==> src/rtl/multiword_add_pkg.sv <==
// Shared types and defaults for the sliced multi-word adder.
// Ports: none (package). Provides the FSM state type, default slice geometry,
//        and the slice-counter width helper used by the top module.
package multiword_add_pkg;

  typedef enum logic [1:0] {IDLE, RUN, DONE} state_t;

  localparam int SLICE_W_DEF = 16;
  localparam int NSLICES_DEF = 4;

  // Counter must index slices 0..n-1; keep at least one bit so n=1/2 still work.
  function automatic int cnt_width(input int n);
    return (n <= 2) ? 1 : $clog2(n);
  endfunction

endpackage

==> src/rtl/multiword_add_seq_if.sv <==
// Operand/result handshake bundle for multiword_add_seq.
// Ports: in_valid/in_ready + a, b, cin, sub (operand side);
//        out_valid/out_ready + sum, cout, ovf (result side).
interface multiword_add_seq_if
  import multiword_add_pkg::*;
#(
  parameter int WIDTH = SLICE_W_DEF * NSLICES_DEF
) ();

  logic             in_valid;
  logic             in_ready;
  logic [WIDTH-1:0] a;
  logic [WIDTH-1:0] b;
  logic             cin;
  logic             sub;
  logic             out_valid;
  logic             out_ready;
  logic [WIDTH-1:0] sum;
  logic             cout;
  logic             ovf;

  // Producer/consumer side.
  modport master (
    output in_valid, a, b, cin, sub, out_ready,
    input  in_ready, out_valid, sum, cout, ovf
  );

  // Adder side.
  modport slave (
    input  in_valid, a, b, cin, sub, out_ready,
    output in_ready, out_valid, sum, cout, ovf
  );

endinterface

==> src/rtl/NBitCellAdder.sv <==
// NBIT-wide combinational carry-lookahead adder cell (parallel-prefix carries).
// Ports: a, b, cin in; sum, cout out. Purely combinational, no clock.
module NBitCellAdder #(
  parameter int NBIT = 16
) (
  input  logic [NBIT-1:0] a,
  input  logic [NBIT-1:0] b,
  input  logic            cin,
  output logic [NBIT-1:0] sum,
  output logic            cout
);

  localparam int LV = (NBIT > 1) ? $clog2(NBIT) : 1;

  logic [NBIT-1:0] g;
  logic [NBIT-1:0] p;
  logic [NBIT-1:0] gc;
  logic [NBIT-1:0] pc;
  logic [NBIT-1:0] gn;
  logic [NBIT-1:0] pn;
  logic [NBIT:0]   c;

  assign g = a & b;
  assign p = a ^ b;

  // Kogge-Stone prefix: after LV levels gc[i]/pc[i] are group generate and
  // propagate over bits [i:0].
  always_comb begin
    gc = g;
    pc = p;
    gn = g;
    pn = p;
    for (int l = 0; l < LV; l++) begin
      gn = gc;
      pn = pc;
      for (int i = 0; i < NBIT; i++) begin
        if (i >= (1 << l)) begin
          gn[i] = gc[i] | (pc[i] & gc[i - (1 << l)]);
          pn[i] = pc[i] & pc[i - (1 << l)];
        end
      end
      gc = gn;
      pc = pn;
    end
  end

  assign c    = {gc | (pc & {NBIT{cin}}), cin};
  assign sum  = p ^ c[NBIT-1:0];
  assign cout = c[NBIT];

endmodule

==> src/rtl/multiword_add_seq.sv <==
// Adds/subtracts WIDTH-bit operands by stepping one shared SLICE_W-bit cell
// over NSLICES cycles, LS slice first, with a registered carry between slices.
// Ports: clk, rst (async, active-high), bus (slave handshake bundle), busy.
module multiword_add_seq
  import multiword_add_pkg::*;
#(
  parameter int SLICE_W = SLICE_W_DEF,
  parameter int NSLICES = NSLICES_DEF
) (
  input  logic                clk,
  input  logic                rst,
  multiword_add_seq_if.slave  bus,
  output logic                busy
);

  localparam int WIDTH = SLICE_W * NSLICES;
  localparam int CW    = cnt_width(NSLICES);
  localparam logic [CW-1:0] LAST = CW'(NSLICES - 1);

  state_t           state;
  state_t           state_nxt;
  logic [CW-1:0]    cnt;
  logic             carry;
  logic [WIDTH-1:0] a_reg;
  logic [WIDTH-1:0] b_reg;
  logic [WIDTH-1:0] sum_q;
  logic             cout_q;
  logic             ovf_q;

  logic [SLICE_W-1:0] cell_a;
  logic [SLICE_W-1:0] cell_b;
  logic [SLICE_W-1:0] cell_sum;
  logic               cell_cout;
  logic               last_slice;
  logic               accept;

  assign accept     = (state == IDLE) && bus.in_valid;
  assign last_slice = (cnt == LAST);

  assign cell_a = a_reg[cnt*SLICE_W +: SLICE_W];
  assign cell_b = b_reg[cnt*SLICE_W +: SLICE_W];

  NBitCellAdder #(.NBIT(SLICE_W)) u_cell (
    .a    (cell_a),
    .b    (cell_b),
    .cin  (carry),
    .sum  (cell_sum),
    .cout (cell_cout)
  );

  // State register.
  always_ff @(posedge clk or posedge rst) begin
    if (rst) state <= IDLE;
    else     state <= state_nxt;
  end

  // Next-state logic.
  always_comb begin
    state_nxt = state;
    case (state)
      IDLE:    if (bus.in_valid)  state_nxt = RUN;
      RUN:     if (last_slice)    state_nxt = DONE;
      DONE:    if (bus.out_ready) state_nxt = IDLE;
      default:                    state_nxt = IDLE;
    endcase
  end

  // State-decoded outputs; all return to reset values with the state register.
  always_comb begin
    bus.in_ready  = (state == IDLE);
    bus.out_valid = (state == DONE);
    busy          = (state != IDLE);
  end

  // Datapath. Subtraction is folded in at accept time (B inverted, carry 1),
  // so RUN never needs to know which operation is in flight.
  always_ff @(posedge clk or posedge rst) begin
    if (rst) begin
      cnt    <= '0;
      carry  <= 1'b0;
      a_reg  <= '0;
      b_reg  <= '0;
      sum_q  <= '0;
      cout_q <= 1'b0;
      ovf_q  <= 1'b0;
    end else if (accept) begin
      a_reg <= bus.a;
      b_reg <= bus.sub ? ~bus.b : bus.b;
      carry <= bus.sub ? 1'b1 : bus.cin;
      cnt   <= '0;
    end else if (state == RUN) begin
      sum_q[cnt*SLICE_W +: SLICE_W] <= cell_sum;
      carry                         <= cell_cout;
      if (last_slice) begin
        cout_q <= cell_cout;
        // Operand signs agree but the result sign differs.
        ovf_q  <= (a_reg[WIDTH-1] == b_reg[WIDTH-1]) &&
                  (cell_sum[SLICE_W-1] != a_reg[WIDTH-1]);
      end else begin
        cnt <= cnt + 1'b1;
      end
    end
  end

  assign bus.sum  = sum_q;
  assign bus.cout = cout_q;
  assign bus.ovf  = ovf_q;

endmodule
==> src/flat_wrapper.sv <==
// flat-port wrapper written by rule: the top's interface ports become plain ports
module multiword_add_seq_flat import multiword_add_pkg::*;
#(
  parameter int SLICE_W = SLICE_W_DEF,
  parameter int NSLICES = NSLICES_DEF
)
  (clk, rst, busy, bus_in_valid, bus_a, bus_b, bus_cin, bus_sub, bus_out_ready, bus_in_ready, bus_out_valid, bus_sum, bus_cout, bus_ovf);
  multiword_add_seq_if bus_i ();
  input  logic clk;
  input  logic rst;
  output logic busy;
  input wire logic [$bits(bus_i.in_valid)-1:0] bus_in_valid;
  input wire logic [$bits(bus_i.a)-1:0] bus_a;
  input wire logic [$bits(bus_i.b)-1:0] bus_b;
  input wire logic [$bits(bus_i.cin)-1:0] bus_cin;
  input wire logic [$bits(bus_i.sub)-1:0] bus_sub;
  input wire logic [$bits(bus_i.out_ready)-1:0] bus_out_ready;
  output wire logic [$bits(bus_i.in_ready)-1:0] bus_in_ready;
  output wire logic [$bits(bus_i.out_valid)-1:0] bus_out_valid;
  output wire logic [$bits(bus_i.sum)-1:0] bus_sum;
  output wire logic [$bits(bus_i.cout)-1:0] bus_cout;
  output wire logic [$bits(bus_i.ovf)-1:0] bus_ovf;
  assign bus_i.in_valid = bus_in_valid;
  assign bus_i.a = bus_a;
  assign bus_i.b = bus_b;
  assign bus_i.cin = bus_cin;
  assign bus_i.sub = bus_sub;
  assign bus_i.out_ready = bus_out_ready;
  assign bus_in_ready = bus_i.in_ready;
  assign bus_out_valid = bus_i.out_valid;
  assign bus_sum = bus_i.sum;
  assign bus_cout = bus_i.cout;
  assign bus_ovf = bus_i.ovf;
  multiword_add_seq #(.SLICE_W(SLICE_W), .NSLICES(NSLICES)) u_core (.clk(clk), .rst(rst), .bus(bus_i), .busy(busy));
endmodule
==> config.mk <==
export PLATFORM = sky130hd
export DESIGN_NAME = multiword_add_seq_flat
export DESIGN_NICKNAME = d
export VERILOG_FILES = /design/src/rtl/multiword_add_pkg.sv /design/src/rtl/multiword_add_seq_if.sv /design/src/rtl/NBitCellAdder.sv /design/src/rtl/multiword_add_seq.sv /design/src/flat_wrapper.sv
export SDC_FILE = /design/constraint.sdc
export NUM_CORES = 1
export LEC_CHECK = 0
export CAP_MARGIN = 20
export CORE_MARGIN = 2
export CORE_UTILIZATION = 47
export CTS_CLUSTER_DIAMETER = 80
export CTS_CLUSTER_SIZE = 30
export DETAILED_ROUTE_END_ITERATION = 8
export MAX_ROUTING_LAYER = met4
export PLACE_DENSITY_LB_ADDON = 0.2
export SLEW_MARGIN = 20
export SYNTH_ARGS = -nofsm -noshare
export SYNTH_HDL_FRONTEND = slang
export SYNTH_SLANG_ARGS = --single-unit
export TNS_END_PERCENT = 1
==> constraint.sdc <==
create_clock -name clk -period 6.7 [get_ports clk]
set_input_delay 1.675 -clock clk [delete_from_list [all_inputs] [get_ports clk]]
set_output_delay 1.675 -clock clk [all_outputs]
set_load 0.005 [all_outputs]
==> impl_metrics.json <==
{
  "gp_congestion": 0.8840,
  "design.core.area_um2": 20170,
  "rows": 52,
  "synth_area_per_cell_um2": 11.91,
  "holdCritPathClass": "flip-flop to flip-flop",
  "post-cts-setup-buffers": 0,
  "worst_pin_slew_ns": 1.013,
  "drt-total-wl_um": 22770,
  "synth_cell_type_count": 54,
  "synth_top_family_by_area": "multiplexers",
  "critical_path_class": "flip-flop to flip-flop",
  "worst_clock_skew_ns": 0.009574,
  "grtUsageTotal_pct": 22.28,
  "synth.top_cell.area_share_pct": 51.81,
  "cp_max_fo": 24,
  "path_cells": "buf_4 -> mux4_2 -> ha_1 -> a211oi_2 -> o21bai_1 -> a21oi_2 -> nand2b_1 -> a41oi_1 -> o21ai_0",
  "final_cell_area_um2": 12460,
  "worstPathArrival_ns": 4.11,
  "drt_pass1_iterations": 5,
  "die_h_um": 147.0,
  "htreeDepth": 4,
  "relSlewSlack_pct": 32.45,
  "synth_cells": 807,
  "min_period_over_period_pct": 56.96,
  "initial_utilization_pct": 47.66,
  "crit_path_end_kind": "flip-flop",
  "min_period_ns": 3.816,
  "die_x_um": 147.0,
  "dp.cells": 1231,
  "ys_seq_elements": 199,
  "critPathSlowestCell": "dfrtp_2",
  "synth_compound_area_share_pct": 12.67,
  "yosys.area.top_type": "dfrtp_1",
  "wl_per_cell_um": 18.01,
  "leakage_nw": 5.075,
  "clockBufferDepth": 2,
  "cap_violations": 0,
  "drc": 0,
  "pwr_density_cell_nw_per_um2": 605.3,
  "nets": 1138,
  "post_cts_resized": 0,
  "cts.sinks": 199,
  "hold_ws_ns": 0.4844,
  "required_ns": 6.99,
  "top_level_ports": 203,
  "synthXorXnorAreaFrac_pct": 6.834,
  "max_freq_ghz": 0.2620,
  "yosys.area_share.simple_pct": 7.394,
  "cts.clk_slew.worst_paths_ns": 0.07,
  "grt_max_degree": 113,
  "antenna_found_initial": 0,
  "maxSlewViolCount": 0,
  "placed_area_um2": 11800,
  "utilization_pct": 61.78,
  "syn_to_final_growth_pct": 29.64,
  "grt_pass1_vias": 6806,
  "drive_gt1_share_pct": 14.99,
  "stdcell_count": 1264,
  "grt_pass1_wl_um": 36560,
  "worstSkewPairLatency_ns": 0.43,
  "synth_edf_count": 0,
  "status": "finished clean",
  "n_antenna_cell": 0,
  "crit_buf_inv": 1,
  "io_buffers": 202,
  "rsz0062_at_grt": "false",
  "ys.flop_type": "dfrtp_1",
  "ys_warn_count": 0,
  "setup_tns_ns": 0,
  "syn_area_um2": 9612,
  "cts_root_buf": "clkbuf_16",
  "critPathLaunchType": "flip-flop",
  "tritoncts": "done",
  "dieArea_um2": 21610,
  "hpwl_um": 16210,
  "drt-vias-per-instance": 5.395,
  "cpLargestDelayFamily": "compound AO/OA/AOI/OAI gates",
  "vias": 6819,
  "muxShareOfSynthArea_pct": 15.53,
  "synth_seq_area_share_pct": 51.81,
  "hold_viol_final": 0,
  "synth_nets": 964,
  "slowest_delay_ns": 0.65,
  "cts_buffers": 17,
  "synthArstFlopShare_pct": 100.0,
  "cts_hold_buf": 0,
  "ant_nets": 0,
  "synthTopCellsByArea": "dfrtp_1 (52%), mux2_2 (7.6%), mux4_2 (7.5%)",
  "fillers": 1675,
  "synthAdderAreaFrac_pct": 3.072,
  "setup_violations": 0,
  "ir_drop_uv": 277.0,
  "overflow": 0,
  "drtIter0Drc": 385
}
-- worst paths after layout --
kind                                    startpoint                 end  slack [ns]  cells past startpoint
worst max-delay path                 u_core.cnt[0]     u_core.bus.cout        2.88                      9
worst min-delay path            u_core.bus.sum[39]  u_core.bus.sum[39]        0.48                      2
worst max register to register       u_core.cnt[0]     u_core.bus.cout        2.88                      9
worst min register to register  u_core.bus.sum[39]  u_core.bus.sum[39]        0.48                      2
max in group asynchronous                      rst    u_core.b_reg[20]        3.98                      4
min in group asynchronous                      rst    u_core.a_reg[25]        1.55                      2
-- cell usage in the layout (no fill, tap or decap), types with 24 or more instances in the layout --
| master | Yosys | final |
|---|---|---|
| a21oi_1 | 79 | 79 |
| a22o_1 | 44 | 44 |
| clkdlybuf4s50_1 | 0 | 201 |
| dfrtp_1 | 199 | 197 |
| mux2_2 | 65 | 65 |
| mux4_2 | 32 | 32 |
| nand2_1 | 45 | 45 |
| nor2_1 | 83 | 83 |
| o21ai_0 | 24 | 24 |
| xnor2_1 | 67 | 67 |
-- layer usage --
metal / vias up / track usage, % / wire length, um
li1: 3238 / - / -
met1: 3321 / 30.37 / 10310
met2: 219 / 33.87 / 10670
met3: 41 / 4.534 / 1235
met4: 0 / 7.308 / 554
met5: - / - / 0
-- area by class of cell --
type / count / area, um2 / share of cell area, %
Sequential cell: 199 / 4982 / 39.98
Multi-Input combinational cell: 549 / 4375 / 35.11
Timing Repair Buffer: 208 / 2102 / 16.87
Clock buffer: 19 / 442.9 / 3.555
Tap cell: 270 / 337.8 / 2.711
Clock inverter: 13 / 193.9 / 1.556
Inverter: 6 / 26.28 / 0.2109
-- synthesized netlist by cell type, types with 2 or more instances --
library cell,n
nand2_1,45
xnor2_1,67
a211oi_1,4
clkbuf_1,24
o21ai_1,3
nor3_1,4
buf_2,20
mux4_2,32
xor2_1,8
o21ai_0,24
and3_2,3
nand3_1,5
a21oi_1,79
nand2b_1,6
buf_1,6
nor2_1,83
a22o_1,44
a31oi_1,2
o21bai_1,3
o211ai_1,4
nand4_1,5
a21o_1,6
or3_1,4
a211o_1,2
mux2_2,65
mux2i_1,4
dfrtp_1,199
inv_1,6
ha_1,22
nor2b_1,4
-- through the flow --
stage	setup WS, ns	power, mW
3_3_place_gp	2.802	6.324
6_report	2.884	7.542
2_1_floorplan	2.451	5.059
4_1_cts	2.862	7.553
5_1_grt	2.669	8.099
3_5_place_dp	2.777	6.433
-- report_power, final --
group          total (mW)  switching [mW]  leakage (nW)  internal [mW]
sequential           2.14           0.378          2.42           1.76
combinational        4.29            2.40          2.36           1.90
clock                1.11           0.465         0.302          0.641
-- logic make-up after synthesis --
group,count (synthesis)
multiplexers,101
adder cells (fa/ha/maj),23
AO/OA/AOI/OAI,185
flip-flops,199
AND/OR/NAND/NOR,165
XOR/XNOR,75
buffers and inverters,59
-- worst reg2reg max path: stages, from the launching register on --
cell      delay (ns)
dfrtp_2         0.65
buf_4           0.51
mux4_2          0.64
ha_1            0.34
a211oi_2        0.29
o21bai_1        0.19
a21oi_2         0.35
nand2b_1        0.15
a41oi_1         0.42
o21ai_0         0.16
No activity file was read; power rests on OpenSTA's default activity.
